===== src/rtl/router_fifo_pkg.sv =====
// Shared router constants: FIFO geometry defaults, header length field and
// packet-counter sizing used by each output-port FIFO.
package router_fifo_pkg;

  localparam int unsigned FIFO_DEPTH  = 16;
  localparam int unsigned FIFO_WIDTH  = 8;
  localparam int unsigned HDR_LEN_MSB = 7;
  localparam int unsigned HDR_LEN_LSB = 2;
  localparam int unsigned PKT_CNT_W   = 6;

  typedef logic [PKT_CNT_W-1:0] pkt_cnt_t;

  // Bytes still to leave after a header: payload length plus the parity byte.
  function automatic pkt_cnt_t hdr_pkt_len(input logic [HDR_LEN_MSB-HDR_LEN_LSB:0] len);
    return pkt_cnt_t'(len) + pkt_cnt_t'(1);
  endfunction

endpackage


===== src/rtl/router_fifo_mem.sv =====
// Storage array for one output-port FIFO: synchronous write, combinational read.
module router_fifo_mem #(
  parameter int unsigned DEPTH = 16,
  parameter int unsigned W     = 9
) (
  input  logic                     clk,
  input  logic                     we,
  input  logic [$clog2(DEPTH)-1:0] waddr,
  input  logic [W-1:0]             wdata,
  input  logic [$clog2(DEPTH)-1:0] raddr,
  output logic [W-1:0]             rdata
);

  logic [W-1:0] storage [DEPTH];

  always_ff @(posedge clk) begin
    if (we) storage[waddr] <= wdata;
  end

  assign rdata = storage[raddr];

endmodule


===== src/rtl/router_fifo.sv =====
// Per-output-port router FIFO: stores {header flag, byte}, tracks packet length
// on the read side and zeroes data_out once a packet has fully drained.
module router_fifo
  import router_fifo_pkg::*;
#(
  parameter int unsigned DEPTH = FIFO_DEPTH,
  parameter int unsigned WIDTH = FIFO_WIDTH
) (
  input  logic             clk,
  input  logic             reset,
  input  logic             soft_reset,
  input  logic             write_enb,
  input  logic             read_enb,
  input  logic             lfd_state,
  input  logic [WIDTH-1:0] data_in,
  output logic [WIDTH-1:0] data_out,
  output logic             full,
  output logic             empty
);

  localparam int unsigned AW = $clog2(DEPTH);

  logic [AW:0]    wr_ptr;
  logic [AW:0]    rd_ptr;
  logic [WIDTH:0] rd_entry;
  pkt_cnt_t       pkt_cnt;
  logic           wr_fire;
  logic           rd_fire;

  assign empty   = (wr_ptr == rd_ptr);
  assign full    = (wr_ptr[AW] != rd_ptr[AW]) && (wr_ptr[AW-1:0] == rd_ptr[AW-1:0]);
  assign wr_fire = write_enb && !full;
  assign rd_fire = read_enb && !empty;

  router_fifo_mem #(
    .DEPTH (DEPTH),
    .W     (WIDTH + 1)
  ) u_mem (
    .clk   (clk),
    .we    (wr_fire && !reset && !soft_reset),
    .waddr (wr_ptr[AW-1:0]),
    .wdata ({lfd_state, data_in}),
    .raddr (rd_ptr[AW-1:0]),
    .rdata (rd_entry)
  );

  always_ff @(posedge clk) begin
    if (reset || soft_reset) begin
      wr_ptr   <= '0;
      rd_ptr   <= '0;
      pkt_cnt  <= '0;
      data_out <= '0;
    end else begin
      if (wr_fire) wr_ptr <= wr_ptr + 1'b1;
      if (rd_fire) begin
        rd_ptr   <= rd_ptr + 1'b1;
        data_out <= rd_entry[WIDTH-1:0];
        if (rd_entry[WIDTH])
          pkt_cnt <= hdr_pkt_len(rd_entry[HDR_LEN_MSB:HDR_LEN_LSB]);
        else if (pkt_cnt != '0)
          pkt_cnt <= pkt_cnt - 1'b1;
      end else if (pkt_cnt == '0) begin
        data_out <= '0;
      end
    end
  end

endmodule


===== config.mk =====
export PLATFORM = sky130hd
export DESIGN_NAME = router_fifo
export DESIGN_NICKNAME = d
export VERILOG_FILES = /design/src/rtl/router_fifo_pkg.sv /design/src/rtl/router_fifo_mem.sv /design/src/rtl/router_fifo.sv
export SDC_FILE = /design/constraint.sdc
export NUM_CORES = 1
export LEC_CHECK = 0
export ABC_AREA = 1
export CORE_MARGIN = 3
export CORE_UTILIZATION = 55
export DETAILED_ROUTE_END_ITERATION = 16
export PLACE_DENSITY_LB_ADDON = 0.08
export SLEW_MARGIN = 20
export SYNTH_ARGS = -nofsm -noshare
export SYNTH_HDL_FRONTEND = slang
export SYNTH_SLANG_ARGS = --single-unit

===== constraint.sdc =====
create_clock -name clk -period 2 [get_ports clk]
set_input_delay 0.4 -clock clk [delete_from_list [all_inputs] [get_ports clk]]
set_output_delay 0.4 -clock clk [all_outputs]
set_load 0.005 [all_outputs]

==> impl_metrics.toml, run 1 <==
[critical_path]
r2r-end = "pkt_cnt[2]"
crit_path_end = "empty"
reg2reg_slack_ns = 0.08
start_kind = "flip-flop"
cp.depth = 7
crit_path_start = "wr_ptr[2]"
max_stage_delay_ns = 0.35
slowest_stage = "dfxtp_4"
rr_worst_depth = 14
path_class = "flip-flop to output port"
cp_common_cell = "buf_4"
path_cells = "xor2_1 -> nor2_1 -> buf_4 -> buf_4 -> nand3_2 -> inv_2 -> clkdlybuf4s15_2"
crit_buf_inv = 4
cp.required_ns = 1.60
worstPathMaxFanout = 3
endpoint_kind = "output port"
worstPathArrival_ns = 1.58
path_delay_family = "buffers and inverters"

[timing]
period_minus_slack_ns = 1.976
fin_crit_sh = 0.9882
setup_violations = 0
slew_violations = 0
hold_viol = 0
slew-limit-headroom = 0.7343
tightest_slew_ns = 0.3956
rsz0062_at_grt = "true"
skew_ns = 0.006923
max_freq_ghz = 0.5060

[floorplanning]
die_h_um = 121.8
dieArea_um2 = 14840
core_area_um2 = 12880
initial_core_util = 0.5729
ios = 24
die_x_um = 121.8
rows = 41

[drt]
drtPass1Iterations = 5
drtIter0Drc = 533
routed_wl_um = 18090
vias = 5336
drc_errors = 0
wl_per_cell_um = 18.70
ant_nets = 0
viasPerCell = 5.518

[global_route]
grt_pass1_wl_um = 27980
antenna_found_initial = 0
grt_overflow = 0
track_usage = 0.2561
grt_pass1_vias = 5154
grt_max_degree = 41

[cells_and_area]
areaGrowthSynthToFinish_pct = 20.23
layout_commonest_cell = "nand2_1"
final-instance-count-excl-fill = 967
fin_util = 0.6889
layout_common_cells = "nand2_1, edfxtp_1, nor2_1"
drive_gt1_frac = 0.1623
antennaDiodeCount = 0
nets = 804
fill_cells = 938

[placement]
hpwlAfterDp_um = 11880
globalplace.congestion = 0.8846
dp.cells = 928
io_buffers = 23

[yosys]
synthesis.area_um2 = 7377
yosysWarnings = 0
netlist_instances = 702
ys_ff_latch = 172
synth_nets = 724
synth_cell_type_count = 31
seq_area_frac_synth = 0.6621
syn_avg_cell_area_um2 = 10.51

[clock_network]
clock_latency_ns = 0.42
hold_buffers = 0
root_buffer = "clkbuf_16"
htreeDepth = 4
cts_buffer_depth = 2
clkTransAtPathRegs_ns = 0.06
cts.sink_count = 172
numCtsBuffers = 17
tritoncts = "built"

[hold_path]
hold_path_class = "flip-flop to flip-flop"
hp-start = "data_out[5]"

[job]
cap_violations = 0

[power_and_ir_drop]
powerDensity_nw_per_um2 = 863.7
peakVddDrop_uv = 527.3
leakage_nw = 3.532

[outcome]
run_status = "finished, final reports clean"
==> power breakdown <==
part           switching [W]  internal (W)  total, W
registers          0.0000124       0.00389   0.00391
logic               0.000306      0.000184  0.000490
clock network        0.00127       0.00200   0.00326
==> worst reg2reg max path, cell delays in order (launching register included) <==
cell and delay, ns:
dfxtp_4 0.39, inv_8 0.11, buf_12 0.16, nand2_1 0.07, nand2_1 0.05, nand2_1 0.05, nand3_1 0.14, nand3_2 0.14
nand2_2 0.13, ha_2 0.20, inv_1 0.06, o21ai_1 0.13, a21oi_1 0.06, nor2_1 0.11, nor2_1 0.04
==> synth_stat cells <==
cell type,instances,area (um2)
a21oi_1,39,195.2
a22oi_1,4,30.03
a32o_1,2,20.02
and3_1,1,6.260
buf_2,10,50.05
buf_4,8,60.06
buf_6,7,78.83
clkbuf_1,5,18.77
clkinv_1,1,3.750
dfxtp_1,28,560.5
edfxtp_1,144,4324
ha_1,8,100.1
inv_1,62,232.7
inv_2,4,15.01
nand2_1,180,675.7
nand2_2,3,18.77
nand2_4,1,11.26
nand3_1,64,320.3
nand3_2,1,10.01
nand4_1,1,6.260
nor2_1,65,244.0
nor2_2,1,6.260
nor3_1,4,20.02
o211ai_1,12,90.09
o21ai_0,23,115.1
o21ai_1,11,55.05
o21bai_1,2,15.01
o311ai_1,2,17.52
or2_2,1,6.260
xnor2_1,2,17.52
xor2_1,6,52.55
==> area by class of cell <==
type,instances,area (um2),area share
well taps,172,215.2,0.02426
clock buffers,24,503.0,0.05671
repair buffers,91,832.0,0.09381
flip-flops and latches,172,4903,0.5528
inverters,67,259.0,0.02920
clock inverters,8,88.84,0.01002
multi-input cells,433,2068,0.2332
==> kinds of logic (layout without fill, tap and decap cells) <==
kind of cell / count (synthesis) / count (layout) / share of synthesized area
compound gates: 95 / 95 / 0.07293
simple gates: 322 / 322 / 0.1796
flops: 172 / 172 / 0.6621
buf+inv: 97 / 190 / 0.06225
xor+xnor: 8 / 8 / 0.009498
fa+ha+maj: 8 / 8 / 0.01357
==> stage by stage <==
step	area [um2]	worst slack [ns]	hold WS [ns]	total power, W	setup TNS, ns
after global routing	8870	-0.05712	0.4829	0.007890	-0.1395
after floorplan	7377	0.1235	0.4515	0.004229	0
after global placement	8137	-0.1262	0.4514	0.004441	-8.944
after CTS	8790	0.0001756	0.4686	0.007667	0
after detailed placement	8137	-0.1124	0.4593	0.004449	-8.137
final	8870	0.02358	0.4651	0.007660	0
==> state kept, by name, summed over array words and instances (netlist names), named ones only <==
register       cells
u_mem.storage    144
wr_ptr             5
data_out           8
pkt_cnt            6
rd_ptr             5
==> what timing repair did <==
action | in CTS | in global routing
endpoints found under the setup margin | 52 | 144
setup buffers | 6 | 1
gates cloned | 0 | 1
pin swaps | 2 | 2
gates resized for setup | 18 | 20
==> how the worst min path moves through the flow <==
stage                        endpoint  cells after the start
after detailed placement  data_out[5]                      2
final                     data_out[5]                      2
after global routing      data_out[0]                      2
after global placement    data_out[2]                      2
after floorplan             wr_ptr[4]                      2
after CTS                 data_out[0]                      2
==> metal layers <==
metal / part of all wire / vias up / global-route usage
li1: - / 2542 / -
met1: 0.44 / 2600 / 0.3472
met2: 0.49 / 167 / 0.4168
met3: 0.058 / 27 / 0.05014
met4: 0.019 / 0 / 0.09034
met5: 0 / - / 0
No activity file was read; power rests on OpenSTA's default activity.
==> run 2, diff against run 1 <==
--- a/config.mk
+++ b/config.mk
@@ -7,7 +7,7 @@
 export LEC_CHECK = 0
 export ABC_AREA = 1
 export CORE_MARGIN = 3
-export CORE_UTILIZATION = 55
+export CORE_UTILIZATION = 50
 export DETAILED_ROUTE_END_ITERATION = 16
 export PLACE_DENSITY_LB_ADDON = 0.08
 export SLEW_MARGIN = 20
==> run 2 against run 1 <==
  * Power rose by 0.22%
  * Non-clock buffer count increased by 4
  * Count of clock-buffer cells in the layout fell by 5
  * Clock skew is 0.0017 ns higher
  * Critical path type unchanged
  * Critical endpoint is now full
  * Largest power group unchanged
==> impl_metrics.toml, run 2 (synthesis results as in run 1) <==
[outcome]
run_status = "finished, final reports clean"

[cells_and_area]
antennaDiodeCount = 0
top_regs = "u_mem.storage x144, data_out x8, pkt_cnt x6"
largest_reg_flops = 144
fill_cells = 1121
drive_gt1_frac = 0.1715
largest-register = "u_mem.storage"
nets = 808
layout_commonest_cell = "nand2_1"
fin_area_um2 = 8935
layout_common_cells = "nand2_1, edfxtp_1, buf_4"
areaGrowthSynthToFinish_pct = 21.12
final-instance-count-excl-fill = 979

[floorplanning]
ios = 24
die_x_um = 127.5
rows = 43
dieArea_um2 = 16250
initial_core_util = 0.5214
core_area_um2 = 14150
die_h_um = 127.5

[clock_network]
tritoncts = "built"
clkTransAtPathRegs_ns = 0.06
numCtsBuffers = 17
cts.sink_count = 172
root_buffer = "clkbuf_16"
cts_buffer_depth = 2
clock_latency_ns = 0.42
htreeDepth = 4
hold_buffers = 0

[job]
cap_violations = 0

[placement]
postPlaceCellArea_um2 = 8139
globalplace.congestion = 0.8679
dp.cells = 935
hpwlAfterDp_um = 11840
io_buffers = 23
dp_slack_ns = -0.1510

[global_route]
use_met2 = 0.3540
grt_pass1_wl_um = 27670
top_usage_layer = "met2"
track_usage = 0.2251
grt_overflow = 0
antenna_found_initial = 0
grt_max_degree = 47
grt_pass1_vias = 5247
grtUsageMet3 = 0.05184
grt_use_met1 = 0.3153

[power_and_ir_drop]
leakage_nw = 3.536
p_total_w = 0.007677
peakVddDrop_uv = 765.1
powerDensity_nw_per_um2 = 859.2

[drt]
ant_nets = 0
drtPass1Iterations = 5
drtIter0Drc = 700
viasPerCell = 5.501
vias = 5385
wl_per_cell_um = 18.85
routed_wl_um = 18450
drc_errors = 0

[timing]
period_minus_slack_ns = 1.948
hold_viol = 0
timing.final.ws_setup_ns = 0.05167
max_freq_ghz = 0.5133
fin_crit_sh = 0.9742
setup_violations = 0
tightest_slew_ns = 0.5442
rsz0062_at_grt = "true"
slew-limit-headroom = 0.6344
skew_ns = 0.008578
slew_violations = 0

[hold_path]
hold_path_class = "flip-flop to flip-flop"

[critical_path]
worstPathMaxFanout = 2
cp.required_ns = 1.60
endpoint_kind = "output port"
worstPathArrival_ns = 1.55
start_kind = "flip-flop"
path_class = "flip-flop to output port"
run 2: per-stage QoR:
stage / util / hold slack, ns / setup TNS (ns)
2_1_floorplan: - / 0.4515 / 0
3_3_place_gp: 0.5752 / 0.4502 / -5.472
3_5_place_dp: 0.5752 / 0.4551 / -7.236
4_1_cts: 0.6195 / 0.4651 / -0.002459
5_1_grt: 0.6314 / 0.4867 / -0.02100
6_report: 0.6314 / 0.4601 / 0
run 2: timing repair:
action                                  CTS  global route
gates resized for setup                  19            20
endpoints found under the hold margin     0             0
pin swaps                                 4             4
gates cloned                              0             3
setup buffers                             4             5
endpoints found under the setup margin    2            81
run 2: metal layers:
metal | part of all wire | routed length, um | vias up
li1 | - | - | 2544
met5 | 0 | 0 | -
met1 | 0.45 | 8222 | 2615
met3 | 0.068 | 1258 | 26
met2 | 0.47 | 8640 | 200
met4 | 0.018 | 332 | 0
run 2: where the power goes:
| group | internal (W) | switching [W] |
|---|---|---|
| clock network | 0.00195 | 0.00132 |
| logic | 0.000191 | 0.000310 |
| registers | 0.00389 | 0.0000124 |
| total | 0.00603 | 0.00165 |
run 2: area by class of cell:
class / count / area [um2] / area share
Multi-Input combinational cell: 433 / 2086 / 0.2334
Clock buffer: 19 / 432.9 / 0.04845
Clock inverter: 13 / 150.1 / 0.01680
Timing Repair Buffer: 95 / 879.6 / 0.09845
Tap cell: 180 / 225.2 / 0.02521
Sequential cell: 172 / 4902 / 0.5487
Inverter: 67 / 259.0 / 0.02899
run 2: worst paths after layout:
kind | slack (ns) | depth (start not counted) | to | startpoint
setup reg to reg | 0.12 | 11 | u_mem.storage[11][5] | rd_ptr[1]
hold reg to reg | 0.46 | 2 | data_out[6] | data_out[6]
hold / removal | 0.46 | 2 | data_out[6] | data_out[6]
setup / recovery | 0.05 | 6 | full | rd_ptr[1]
run 2: worst max-delay path: stages, from the launching register on:
cell	delay, ns
dfxtp_2	0.33
xor2_2	0.17
nor2_2	0.15
nand2_1	0.07
or2_4	0.26
inv_2	0.04
buf_2	0.09
==> run 3, diff against run 2 <==
--- a/config.mk
+++ b/config.mk
@@ -6,9 +6,12 @@
 export NUM_CORES = 1
 export LEC_CHECK = 0
 export ABC_AREA = 1
+export CELL_PAD_IN_SITES_DETAIL_PLACEMENT = 1
+export CELL_PAD_IN_SITES_GLOBAL_PLACEMENT = 2
 export CORE_MARGIN = 3
-export CORE_UTILIZATION = 50
+export CORE_UTILIZATION = 37
 export DETAILED_ROUTE_END_ITERATION = 16
+export GPL_TIMING_DRIVEN = 0
 export PLACE_DENSITY_LB_ADDON = 0.08
 export SLEW_MARGIN = 20
 export SYNTH_ARGS = -nofsm -noshare
==> run 3 against run 2 <==
  * Register-to-register slack lost 0.09 ns
  * Combinational power grew 4.2%
  * Cell count grew 8.8%
  * Fmax shrank 1.7%
==> impl_metrics.toml, run 3 (synthesis results as in run 1) <==
[outcome]
run_status = "finished, final reports clean"

[drt]
drtPass1Iterations = 5
vias = 5472
drc_errors = 0
ant_nets = 0
wl_per_cell_um = 21.68
routed_wl_um = 23090
drtIter0Drc = 334
viasPerCell = 5.138

[timing]
rsz0062_at_grt = "true"
holdWs_ns = 0.4653
timing.final.ws_setup_ns = 0.01756
period_minus_slack_ns = 1.982
setup_violations = 0
max_freq_ghz = 0.5044
slew_violations = 0
fin_crit_sh = 0.9912
slew-limit-headroom = 0.5835
skew_ns = 0.006519
tightest_slew_ns = 0.6228
hold_viol = 0

[clock_network]
clock_latency_ns = 0.44
root_buffer = "clkbuf_16"
tritoncts = "built"
cts_buffer_depth = 2
numCtsBuffers = 17
htreeDepth = 4
clkTransAtPathRegs_ns = 0.07
cts.sink_count = 172

[hold_path]
hold_path_end = "data_out[6]"
hold_path_class = "flip-flop to flip-flop"
holdPathStages = 2
hp-start = "data_out[6]"

[placement]
dp_slack_ns = -0.8932
io_buffers = 23
globalplace.congestion = 0.7630
postPlaceCellArea_um2 = 8031
hpwlAfterDp_um = 14380

[critical_path]
worstPathMaxFanout = 2
r2r-end = "data_out[1]"
cp.required_ns = 1.60
reg2reg_slack_ns = 0.03
crit_buf_inv = 2
worstPathArrival_ns = 1.58
path_delay_family = "simple AND/OR/NAND/NOR gates"
slowest_stage = "dfxtp_2"
endpoint_kind = "output port"
max_stage_delay_ns = 0.34
path_class = "flip-flop to output port"
path_cells = "xor2_2 -> nor2_2 -> nand2_1 -> or2_4 -> inv_2 -> buf_6"
start_kind = "flip-flop"
rr_worst_depth = 10

[floorplanning]
ios = 24
dieArea_um2 = 21670
initial_core_util = 0.3778
die_h_um = 147.2
core_area_um2 = 19530
rows = 51
die_x_um = 147.2

[global_route]
grt_pass1_vias = 5693
track_usage = 0.2153
grt_overflow = 0
antenna_found_initial = 0
grt_pass1_wl_um = 34260
grt_max_degree = 17

[cells_and_area]
layout_common_cells = "nand2_1, edfxtp_1, nand3_1"
areaGrowthSynthToFinish_pct = 28.93
fin_area_um2 = 9512
layout_commonest_cell = "nand2_1"
antennaDiodeCount = 0
nets = 809
fill_cells = 2127
largest-register = "u_mem.storage"
largest_reg_flops = 144
drive_gt1_frac = 0.2113
top_regs = "u_mem.storage x144, data_out x8, pkt_cnt x6"

[job]
cap_violations = 0

[power_and_ir_drop]
p_total_w = 0.007909
peakVddDrop_uv = 721.6
leakage_nw = 3.639
powerDensity_nw_per_um2 = 831.5
## run 3: cell types whose count changed in the layout (fill, tap and decap cells not counted), sizes merged
cell / delta
clkinvlp: -3
clkbuf: +6
clkinv: -1
buf: -7
inv: +6
## run 3: worst register-to-register path, delay by kind of cell, from the launching register on
family | cells | cell delay [ns]
simple gates | 2 | 0.24
compound gates | 3 | 0.68
flops | 1 | 0.33
buf+inv | 5 | 0.65
## run 3: timing repair
item                       4_1_cts  5_1_grt
resized for setup               59       53
setup buffers                   29        8
pin swaps                       20        6
hold buffers                     0        0
cloned                           0        3
setup endpoints to repair      153      159
## run 3: worst max path at each step
stage | slack, ns | cells after the start | to | startpoint
final | 0.02 | 6 | full | wr_ptr[1]
after detailed placement | -0.89 | 6 | u_mem.storage[9][2] | reset
after floorplan | 0.12 | 10 | u_mem.storage[15][0] | rd_ptr[0]
after global placement | -1.42 | 6 | u_mem.storage[13][2] | reset
after global routing | -0.05 | 6 | full | wr_ptr[1]
after CTS | -0.06 | 14 | pkt_cnt[2] | flip-flop
## run 3: layout make-up
type	count	area, um2	share of cell area
multi-input cells	433	2298	0.2416
clock inverters	15	182.7	0.01921
inverters	67	264.0	0.02776
clock buffers	17	425.4	0.04473
repair buffers	66	803.3	0.08445
flip-flops and latches	172	4907	0.5159
plain buffers	30	299.0	0.03144
well taps	265	331.6	0.03486
## run 3: where the power goes
group / internal [W] / switching, W / leakage [nW] / total (W)
logic: 0.000197 / 0.000325 / 1.82 / 0.000522
registers: 0.00389 / 0.0000129 / 1.53 / 0.00390
clock network: 0.00198 / 0.00150 / 0.289 / 0.00348
total: 0.00607 / 0.00184 / 3.64 / 0.00791
## run 3: stage by stage
step | setup TNS (ns) | cells | utilization
2_1_floorplan | 0 | 702 | -
3_3_place_gp | -158.25 | 990 | 0.4066
3_5_place_dp | -107.86 | 994 | 0.4113
4_1_cts | -0.07721 | 1054 | 0.4696
5_1_grt | -0.1791 | 1065 | 0.4871
6_report | 0 | 1065 | 0.4871
## run 3: routing by layer
metal / vias to the layer above / GRT usage / routed length (um)
li1: 2554 / - / -
met1: 2797 / 0.2869 / 10270
met2: 98 / 0.3677 / 11660
met3: 23 / 0.04010 / 913
met4: 0 / 0.04986 / 244
met5: - / 0 / 0
